`config.mk`:
```
export PLATFORM = sky130hd
export DESIGN_NAME = sram_req_ctrl
export DESIGN_NICKNAME = d
export VERILOG_FILES = /design/src/rtl/sram_pkg.sv /design/src/rtl/sram_rsp_fifo.sv /design/src/rtl/sram_req_ctrl.sv
export SDC_FILE = /design/constraint.sdc
export NUM_CORES = 1
export LEC_CHECK = 0
export CAP_MARGIN = 20
export CORE_UTILIZATION = 45
export DETAILED_ROUTE_END_ITERATION = 10
export HOLD_SLACK_MARGIN = 0.05
export PLACE_DENSITY_LB_ADDON = 0.08
export RECOVER_POWER = 25
export SLEW_MARGIN = 20
export SYNTH_ARGS = -nofsm -noshare
export SYNTH_HDL_FRONTEND = slang
export SYNTH_SLANG_ARGS = --single-unit
```
`constraint.sdc`:
```
create_clock -name clk -period 3 [get_ports clk]
set_input_delay 0.6 -clock clk [delete_from_list [all_inputs] [get_ports clk]]
set_output_delay 0.6 -clock clk [all_outputs]
set_load 0.03 [all_outputs]
```
`src/rtl/sram_pkg.sv`:
```
// Shared widths, controller state encoding and response record for the SRAM
// request controller.
package sram_pkg;

   localparam int unsigned SRAM_AW = 12;
   localparam int unsigned SRAM_DW = 64;
   localparam int unsigned SRAM_MW = 8;

   typedef enum logic {
      S_IDLE,
      S_RMW_WR
   } ctrl_state_e;

   typedef struct packed {
      logic               write;
      logic [SRAM_DW-1:0] rdata;
   } rsp_t;

   // Byte lane select: masked lanes take new data, the rest keep the old word.
   function automatic logic [SRAM_DW-1:0] byte_merge(
      input logic [SRAM_DW-1:0] new_data,
      input logic [SRAM_DW-1:0] old_data,
      input logic [SRAM_MW-1:0] mask
   );
      logic [SRAM_DW-1:0] merged;
      merged = old_data;
      for (int unsigned i = 0; i < SRAM_MW; i++) begin
         if (mask[i]) merged[8*i +: 8] = new_data[8*i +: 8];
      end
      return merged;
   endfunction

endpackage

```
`src/rtl/sram_rsp_fifo.sv`:
```
// Synchronous response FIFO; head entry and valid come straight from state
// registers. Push and pop may coincide, including when full.
module sram_rsp_fifo
   import sram_pkg::*;
#(
   parameter int unsigned DEPTH = 4,
   parameter type         T     = rsp_t
) (
   input  logic                       clk,
   input  logic                       rst_n,
   input  logic                       push,
   input  T                           push_data,
   input  logic                       pop,
   output T                           pop_data,
   output logic                       valid,
   output logic [$clog2(DEPTH):0]     count
);

   localparam int unsigned AW = $clog2(DEPTH);
   localparam logic [AW:0] FULL = DEPTH[AW:0];

   T              mem [DEPTH];
   logic [AW-1:0] wr_ptr;
   logic [AW-1:0] rd_ptr;
   logic [AW:0]   cnt;
   logic          do_push;
   logic          do_pop;

   always_comb begin
      do_pop  = pop && (cnt != '0);
      do_push = push && ((cnt != FULL) || do_pop);
   end

   always_ff @(posedge clk or negedge rst_n) begin
      if (!rst_n) begin
         for (int unsigned i = 0; i < DEPTH; i++) mem[i] <= '0;
         wr_ptr <= '0;
         rd_ptr <= '0;
         cnt    <= '0;
      end else begin
         if (do_push) begin
            mem[wr_ptr] <= push_data;
            wr_ptr      <= wr_ptr + 1'b1;
         end
         if (do_pop) rd_ptr <= rd_ptr + 1'b1;
         case ({do_push, do_pop})
            2'b10:   cnt <= cnt + 1'b1;
            2'b01:   cnt <= cnt - 1'b1;
            default: cnt <= cnt;
         endcase
      end
   end

   assign pop_data = mem[rd_ptr];
   assign valid    = (cnt != '0);
   assign count    = cnt;

endmodule

```
`src/rtl/sram_req_ctrl.sv`:
```
// Valid/ready command front-end for the 4K x 64 SRAM macro: reads, full
// writes, byte-masked writes via read-modify-write, in-order responses.
module sram_req_ctrl
   import sram_pkg::*;
#(
   parameter int unsigned RSP_DEPTH = 4
) (
   input  logic               clk,
   input  logic               rst_n,
   input  logic               cmd_valid,
   output logic               cmd_ready,
   input  logic               cmd_read,
   input  logic [SRAM_AW-1:0] cmd_addr,
   input  logic [SRAM_DW-1:0] cmd_wdata,
   input  logic [SRAM_MW-1:0] cmd_wmask,
   output logic               rsp_valid,
   input  logic               rsp_ready,
   output logic               rsp_write,
   output logic [SRAM_DW-1:0] rsp_rdata,
   output logic               sram_csbn,
   output logic               sram_wsbn,
   output logic [SRAM_AW-1:0] sram_waddr,
   output logic [SRAM_DW-1:0] sram_wdata,
   output logic [SRAM_AW-1:0] sram_raddr,
   input  logic [SRAM_DW-1:0] sram_rdata
);

   localparam int unsigned CW      = $clog2(RSP_DEPTH);
   localparam logic [CW:0] DEPTH_L = RSP_DEPTH[CW:0];

   ctrl_state_e        state;
   logic [SRAM_AW-1:0] rmw_addr;
   logic [SRAM_DW-1:0] rmw_wdata;
   logic [SRAM_MW-1:0] rmw_mask;
   logic               inflight_valid;
   logic               inflight_write;
   logic [SRAM_AW-1:0] raddr_q;
   logic [SRAM_AW-1:0] waddr_q;
   logic [SRAM_DW-1:0] wdata_q;
   logic [CW:0]        fifo_count;
   logic [CW:0]        credit_used;
   logic               accept;
   logic               mask_full;
   logic               mask_zero;
   rsp_t               push_rsp;
   rsp_t               head_rsp;

   // The inflight slot is counted as occupied so its unconditional push always fits.
   always_comb begin
      credit_used = fifo_count + {{CW{1'b0}}, inflight_valid};
      cmd_ready   = rst_n && (state == S_IDLE) && (credit_used < DEPTH_L);
      accept      = cmd_valid && cmd_ready;
      mask_full   = &cmd_wmask;
      mask_zero   = ~|cmd_wmask;
   end

   always_comb begin
      sram_csbn  = 1'b1;
      sram_wsbn  = 1'b1;
      sram_raddr = raddr_q;
      sram_waddr = waddr_q;
      sram_wdata = wdata_q;
      if (rst_n) begin
         if (state == S_RMW_WR) begin
            sram_csbn  = 1'b0;
            sram_wsbn  = 1'b0;
            sram_waddr = rmw_addr;
            sram_wdata = byte_merge(rmw_wdata, sram_rdata, rmw_mask);
         end else if (accept) begin
            if (cmd_read || !mask_full) begin
               if (!mask_zero || cmd_read) begin
                  sram_csbn  = 1'b0;
                  sram_raddr = cmd_addr;
               end
            end else begin
               sram_csbn  = 1'b0;
               sram_wsbn  = 1'b0;
               sram_waddr = cmd_addr;
               sram_wdata = cmd_wdata;
            end
         end
      end
   end

   always_ff @(posedge clk or negedge rst_n) begin
      if (!rst_n) begin
         state          <= S_IDLE;
         rmw_addr       <= '0;
         rmw_wdata      <= '0;
         rmw_mask       <= '0;
         inflight_valid <= 1'b0;
         inflight_write <= 1'b0;
         raddr_q        <= '0;
         waddr_q        <= '0;
         wdata_q        <= '0;
      end else begin
         inflight_valid <= 1'b0;
         inflight_write <= 1'b0;
         raddr_q        <= sram_raddr;
         waddr_q        <= sram_waddr;
         wdata_q        <= sram_wdata;
         case (state)
            S_IDLE: begin
               if (accept) begin
                  if (cmd_read) begin
                     inflight_valid <= 1'b1;
                  end else if (mask_full || mask_zero) begin
                     inflight_valid <= 1'b1;
                     inflight_write <= 1'b1;
                  end else begin
                     rmw_addr  <= cmd_addr;
                     rmw_wdata <= cmd_wdata;
                     rmw_mask  <= cmd_wmask;
                     state     <= S_RMW_WR;
                  end
               end
            end
            S_RMW_WR: begin
               inflight_valid <= 1'b1;
               inflight_write <= 1'b1;
               state          <= S_IDLE;
            end
            default: state <= S_IDLE;
         endcase
      end
   end

   always_comb begin
      push_rsp.write = inflight_write;
      push_rsp.rdata = inflight_write ? '0 : sram_rdata;
   end

   sram_rsp_fifo #(
      .DEPTH (RSP_DEPTH),
      .T     (rsp_t)
   ) u_rsp_fifo (
      .clk       (clk),
      .rst_n     (rst_n),
      .push      (inflight_valid),
      .push_data (push_rsp),
      .pop       (rsp_ready),
      .pop_data  (head_rsp),
      .valid     (rsp_valid),
      .count     (fifo_count)
   );

   assign rsp_write = head_rsp.write;
   assign rsp_rdata = head_rsp.rdata;

endmodule

```
==> impl_metrics.toml, run 1 <==
[synth]
synth_area_leaders = "dfrtp_1 (58%), mux4_2 (7.7%), o21ai_1 (6.4%), mux2_1 (5.8%), nand2_1 (5.3%)"
yosys.area.top_type_share = 0.583
syn-num-nets = 1742
synth_cell_types = 38
synth_top_cell_by_area = "dfrtp_1"
synth_seq_cells = 442
synth.avg_cell_area_um2 = 12.0
synth_ff_type = "dfrtp_1"
yosysSeqAreaShare = 0.583
netlist_area_mm2 = 0.0190
synthArstFlopShare = 1.00
yosys_warnings = 0
synthTopCellsByCount = "dfrtp_1 (442), nand2_1 (267), o21ai_1 (244), mux2_1 (98), nand2b_1 (78)"
yosysMostFrequentCell = "dfrtp_1"
synthCells = 1583
synth_edf_count = 0

[final_layout]
final_cells = 2496
drive_gt1_frac = 0.191
regArea_mm2 = 0.0111
fillers = 3332
final_util = 0.612
area_growth_pct = 33.0
final_area_mm2 = 0.0252
multi_input_area_mm2 = 0.00753
nNetsFinal = 2086

[sta]
tightest_slew_ps = 1600
setup_viol = 75
maxSlewViolCount = 62
tns_ps = -5250
finClkSkew_ps = 11.8
max-slew-margin-rel = -0.0691
finalCritPeriodShare = 1.05
finalHoldViolCount = 0
post-route-min-period_ps = 3140
rsz0062_at_grt = "true"
fmax_mhz = 319
layout_setup_ws_ps = -137

[hold_path]
min_path_type = "in2async"

[power_and_ir_drop]
vdd_drop_max_uv = 651
p_leak_nw = 11.7
cellPowerDensity_mw_per_mm2 = 1120

[route]
detail-route-antenna-nets = 0
wirelength_um = 51100
vias_per_cell = 5.40
wl_per_cell_um = 20.5
drc = 0
vias = 13485
drtIter0Drc = 768
dr.pass1.iters = 5

[run]
drv_cap = 1

[grt]
grt_pass1_vias = 13992
grt_pass1_wl_um = 80500
grt_use_total = 0.239
antenna_found_initial = 4
grt_max_degree = 164
overflow = 0

[clocking]
cts_buffers = 49
htree_levels = 2
cts.sinks = 442
ctsHoldBuffers = 0
cts_tree = "yes"
cts_buffer_depth = 3
cts_root_buf = "clkbuf_16"
clkTransAtPathRegs_ps = 60
insertion_delay_ps = 580

[floorplanning]
io_pins = 310
start_util = 0.460
die_area_mm2 = 0.0430
die_w_um = 207
coreArea_mm2 = 0.0412
row_count = 74
fp.dieH_um = 207

[worst_setup_path]
crit_path_start_kind = "register"
cp-end-kind = "output port"
path_class = "reg2out"
cp_max_fo = 7
worstPathRequired_ps = 2400
arrival_ps = 2540

[place]
routabilityCongestion = 0.787
pre_cts_slack_ps = -600
dp.cells = 2368
port_buffers = 309
place_area_mm2 = 0.0228
hpwl_um = 33400

[status]
status = "finished with violations"
violations = "capacitance limit, slew limit, setup timing"
==> routing by layer <==
metal,vias up,track usage,routed length (um)
met2,327,0.375,23500
li1,6352,-,-
met5,-,0,0
met3,85,0.0543,3090
met4,0,0.0780,1390
met1,6721,0.332,23100
==> through the flow <==
step / total power, W / hold slack, ps
finish: 0.0281 / 101
global route: 0.0297 / 124
CTS: 0.0282 / 82.9
detailed placement: 0.0220 / 470
global placement: 0.0217 / 458
floorplan: 0.0175 / 304
==> cells by family (layout without fill, tap and decap cells) <==
family | after synthesis | after routing | synth area share
XOR/XNOR | 6 | 6 | 0.00277
flip-flops | 442 | 442 | 0.583
other | 0 | 4 | 0
adder cells (fa/ha/maj) | 6 | 6 | 0.00436
multiplexers | 230 | 230 | 0.171
buffers and inverters | 132 | 509 | 0.0293
AND/OR/NAND/NOR | 425 | 425 | 0.0969
AO/OA/AOI/OAI | 342 | 342 | 0.112
==> power breakdown <==
group / total [W] / switching [W] / internal (W) / leakage (nW)
registers: 0.0102 / 0.00152 / 0.00865 / 5.56
logic: 0.0120 / 0.00644 / 0.00556 / 5.32
clock network: 0.00595 / 0.00238 / 0.00357 / 0.783
==> path summary, 6_finish.rpt <==
kind	startpoint	to	slack, ps	depth (start not counted)
min reg2reg	raddr_q[2]	raddr_q[2]	480	1
min in group clk	cmd_wmask[6]	rmw_mask[6]	420	2
min	rst_n	inflight_write	100	2
max reg2reg	u_rsp_fifo.count[1]	u_rsp_fifo.mem[3]	780	7
max	inflight_valid	sram_wdata[8]	-140	9
max in group asynchronous	rst_n	u_rsp_fifo.mem[175]	420	4
==> cell type report <==
class                      count  share of cell area
multi-input combinational   1009               0.299
timing repair buffer         414               0.171
antenna                        4            0.000397
clock buffer                  73              0.0575
tap                          532              0.0264
inverter                      11             0.00194
sequential                   442               0.439
clock inverter                11             0.00531
==> cell usage in the layout (no fill, tap or decap), drive strengths merged, types with 2 or more instances in the layout <==
cell type,netlist,routed
dfrtp,442,442
nand2,267,267
o21ai,259,259
buf,59,194
clkdlybuf4s50,0,145
mux2,100,100
clkbuf,62,79
nand2b,78,78
nor2,67,67
dlygate4sd2,0,66
mux4,65,65
mux2i,65,65
a221o,64,64
o221a,12,12
inv,11,12
clkinv,0,7
ha,5,5
diode,0,4
xnor2,4,4
nand4,3,3
bufinv,0,3
nand3,3,3
nor4,3,3
clkdlybuf4s15,0,3
a31oi,2,2
xor2,2,2
==> sequential cells by signal, indices dropped and copies added (netlist names) <==
name	cells
inflight_valid	1
inflight_write	1
raddr_q	12
rmw_addr	12
rmw_mask	8
rmw_wdata	64
state	1
u_rsp_fifo.count	3
u_rsp_fifo.mem	260
u_rsp_fifo.rd_ptr	2
u_rsp_fifo.wr_ptr	2
waddr_q	12
wdata_q	64
==> worst max-delay path: stages, from the launching register on <==
cell	delay (ps)
dfrtp_1	390
a31oi_1	200
o21ai_2	100
nor4_4	240
o21a_2	220
inv_8	80
buf_12	130
buf_6	110
a221o_1	320
buf_6	150
==> timing repair <==
item | in CTS | in global routing
pin swaps | 24 | 39
buffers inserted | 20 | 15
resized for setup | 296 | 23
endpoints found under the setup margin | 151 | 102
cloned | 2 | 4
(Power assumes the default switching activity.)
==> run 2, diff against run 1 <==
--- a/config.mk
+++ b/config.mk
@@ -10,7 +10,6 @@
 export DETAILED_ROUTE_END_ITERATION = 10
 export HOLD_SLACK_MARGIN = 0.05
 export PLACE_DENSITY_LB_ADDON = 0.08
-export RECOVER_POWER = 25
 export SLEW_MARGIN = 20
 export SYNTH_ARGS = -nofsm -noshare
 export SYNTH_HDL_FRONTEND = slang
==> run 2 against run 1 <==
  * The flow finishes with violations (setup timing)
  * Count of clock-buffer cells in the layout is the same
  * Design area is essentially flat
  * Global-route usage is the same
  * Register-to-register slack gained 130 ps
  * Sequential cell count is the same
  * First-iteration DRC count shrank 3.8%
  * Routed wire length grew 0.21%
  * Critical endpoint unchanged
  * Largest cell class unchanged
  * Highest routed layer unchanged
==> impl_metrics.toml, run 2 (same netlist as run 1, synthesis figures left out) <==
[status]
status = "finished with violations"
violations = "setup timing"

[worst_setup_path]
r2r-end = "u_rsp_fifo.count[2]"
path_class = "reg2out"
r2r_slack_ps = 910
crit-reg2reg-launch = "u_rsp_fifo.count[1]"
cp-end-kind = "output port"
worstPathRequired_ps = 2400
arrival_ps = 2540
cp_max_fo = 7
reg2regPathDepth = 9
crit_path_start_kind = "register"

[clocking]
cts_root_buf = "clkbuf_16"
htree_levels = 2
cts.sinks = 442
cts_tree = "yes"
ctsHoldBuffers = 0
clkTransAtPathRegs_ps = 60
cts_buffer_depth = 3
insertion_delay_ps = 580
cts_buffers = 49

[power_and_ir_drop]
p_leak_nw = 11.7
finalPower_w = 0.0281
vdd_drop_max_uv = 651
cellPowerDensity_mw_per_mm2 = 1120

[place]
pre_cts_slack_ps = -600
hpwl_um = 33400
port_buffers = 309
routabilityCongestion = 0.787

[floorplanning]
row_count = 74
io_pins = 310
coreArea_mm2 = 0.0412
fp.dieH_um = 207
start_util = 0.460
die_w_um = 207
die_area_mm2 = 0.0430

[final_layout]
largest_register_ffs = 260
regArea_mm2 = 0.0111
fillers = 3332
drive_gt1_frac = 0.192
top_regs = "u_rsp_fifo.mem x260, rmw_wdata x64, wdata_q x64"
multi_input_area_mm2 = 0.00754
nNetsFinal = 2086
layout_commonest_cell = "dfrtp_1"
area_growth_pct = 33.1
top_register = "u_rsp_fifo.mem"
layout_common_cells = "dfrtp_1 (438), nand2_1 (262), o21ai_1 (244)"

[sta]
finalHoldViolCount = 0
finalCritPeriodShare = 1.05
whs_ps = 97.3
post-route-min-period_ps = 3140
rsz0062_at_grt = "true"
max-slew-margin-rel = 0.341
fmax_mhz = 319
maxSlewViolCount = 0
tightest_slew_ps = 989
finClkSkew_ps = 12.9
setup_viol = 71
layout_setup_ws_ps = -137

[route]
vias_per_cell = 5.42
dr.pass1.iters = 5
detail-route-antenna-nets = 0
wirelength_um = 51200
wl_per_cell_um = 20.5
vias = 13512
drtIter0Drc = 739
drc = 0

[hold_path]
min_path_type = "in2async"

[grt]
antenna_found_initial = 4
grt_use_total = 0.239
overflow = 0
grt_max_degree = 164
grt_pass1_wl_um = 80500
grt_pass1_vias = 13992

[run]
drv_cap = 0
-- run 2: changes by cell type in the layout (fill, tap and decap cells not counted) --
| cell | change |
|---|---|
| and2_0 | -1 |
| and2_1 | +1 |
| buf_4 | +3 |
| clkbuf_1 | -1 |
| clkbuf_2 | -1 |
| clkbuf_4 | -1 |
| diode_2 | -1 |
| nor4_1 | -1 |
| nor4_2 | +1 |
-- run 2: final cells by class --
class / instances / share of cell area
Sequential cell: 442 / 0.439
Multi-Input combinational cell: 1009 / 0.299
Timing Repair Buffer: 414 / 0.171
Clock buffer: 73 / 0.0574
Tap cell: 532 / 0.0264
Clock inverter: 11 / 0.00531
Inverter: 11 / 0.00193
Antenna cell: 3 / 0.000298
-- run 2: critical path: stages (launching register included) --
cell	delay, ps
dfrtp_1	390
a31oi_1	200
o21ai_2	100
nor4_4	240
o21a_2	220
inv_8	80
buf_12	130
buf_6	110
a221o_1	320
buf_6	150
-- run 2: how the worst max path moves through the flow --
stage | from | to | slack, ps
3_3_place_gp | cmd_wmask[1] | sram_wdata[63] | -560
5_1_grt | inflight_valid | sram_wdata[8] | -260
4_1_cts | u_rsp_fifo.count[0] | sram_wdata[8] | -230
6_report | inflight_valid | sram_wdata[8] | -140
2_1_floorplan | cmd_wmask[6] | sram_wdata[54] | 180
3_5_place_dp | cmd_wmask[1] | sram_wdata[63] | -600
-- run 2: repair_timing --
action	4_1_cts	5_1_grt
buffers inserted	20	15
hold endpoints to repair	0	0
gates cloned	2	4
pin swaps	24	39
setup endpoints to repair	151	102
gates resized for setup	296	23
-- run 2: power by group --
part,switching [W],internal [W]
sequential,0.00152,0.00865
clock,0.00238,0.00357
combinational,0.00644,0.00556
-- run 2: routing by layer --
layer	track usage	part of all wire	wire length, um
met5	0	0	0
met4	0.0780	0.026	1310
met3	0.0543	0.058	2980
met2	0.375	0.46	23700
met1	0.332	0.45	23200
-- run 2: per-stage QoR --
| step | util | instance area [um^2] | TNS [ps] | cells |
|---|---|---|---|---|
| CTS | 0.606 | 24900 | -9800 | 2474 |
| detailed placement | 0.552 | 22800 | -42700 | 2368 |
| global route | 0.612 | 25200 | -14970 | 2494 |
| floorplan | - | 19000 | 0 | 1583 |
| finish | 0.612 | 25200 | -5170 | 2495 |
| global placement | 0.552 | 22800 | -38910 | 2368 |
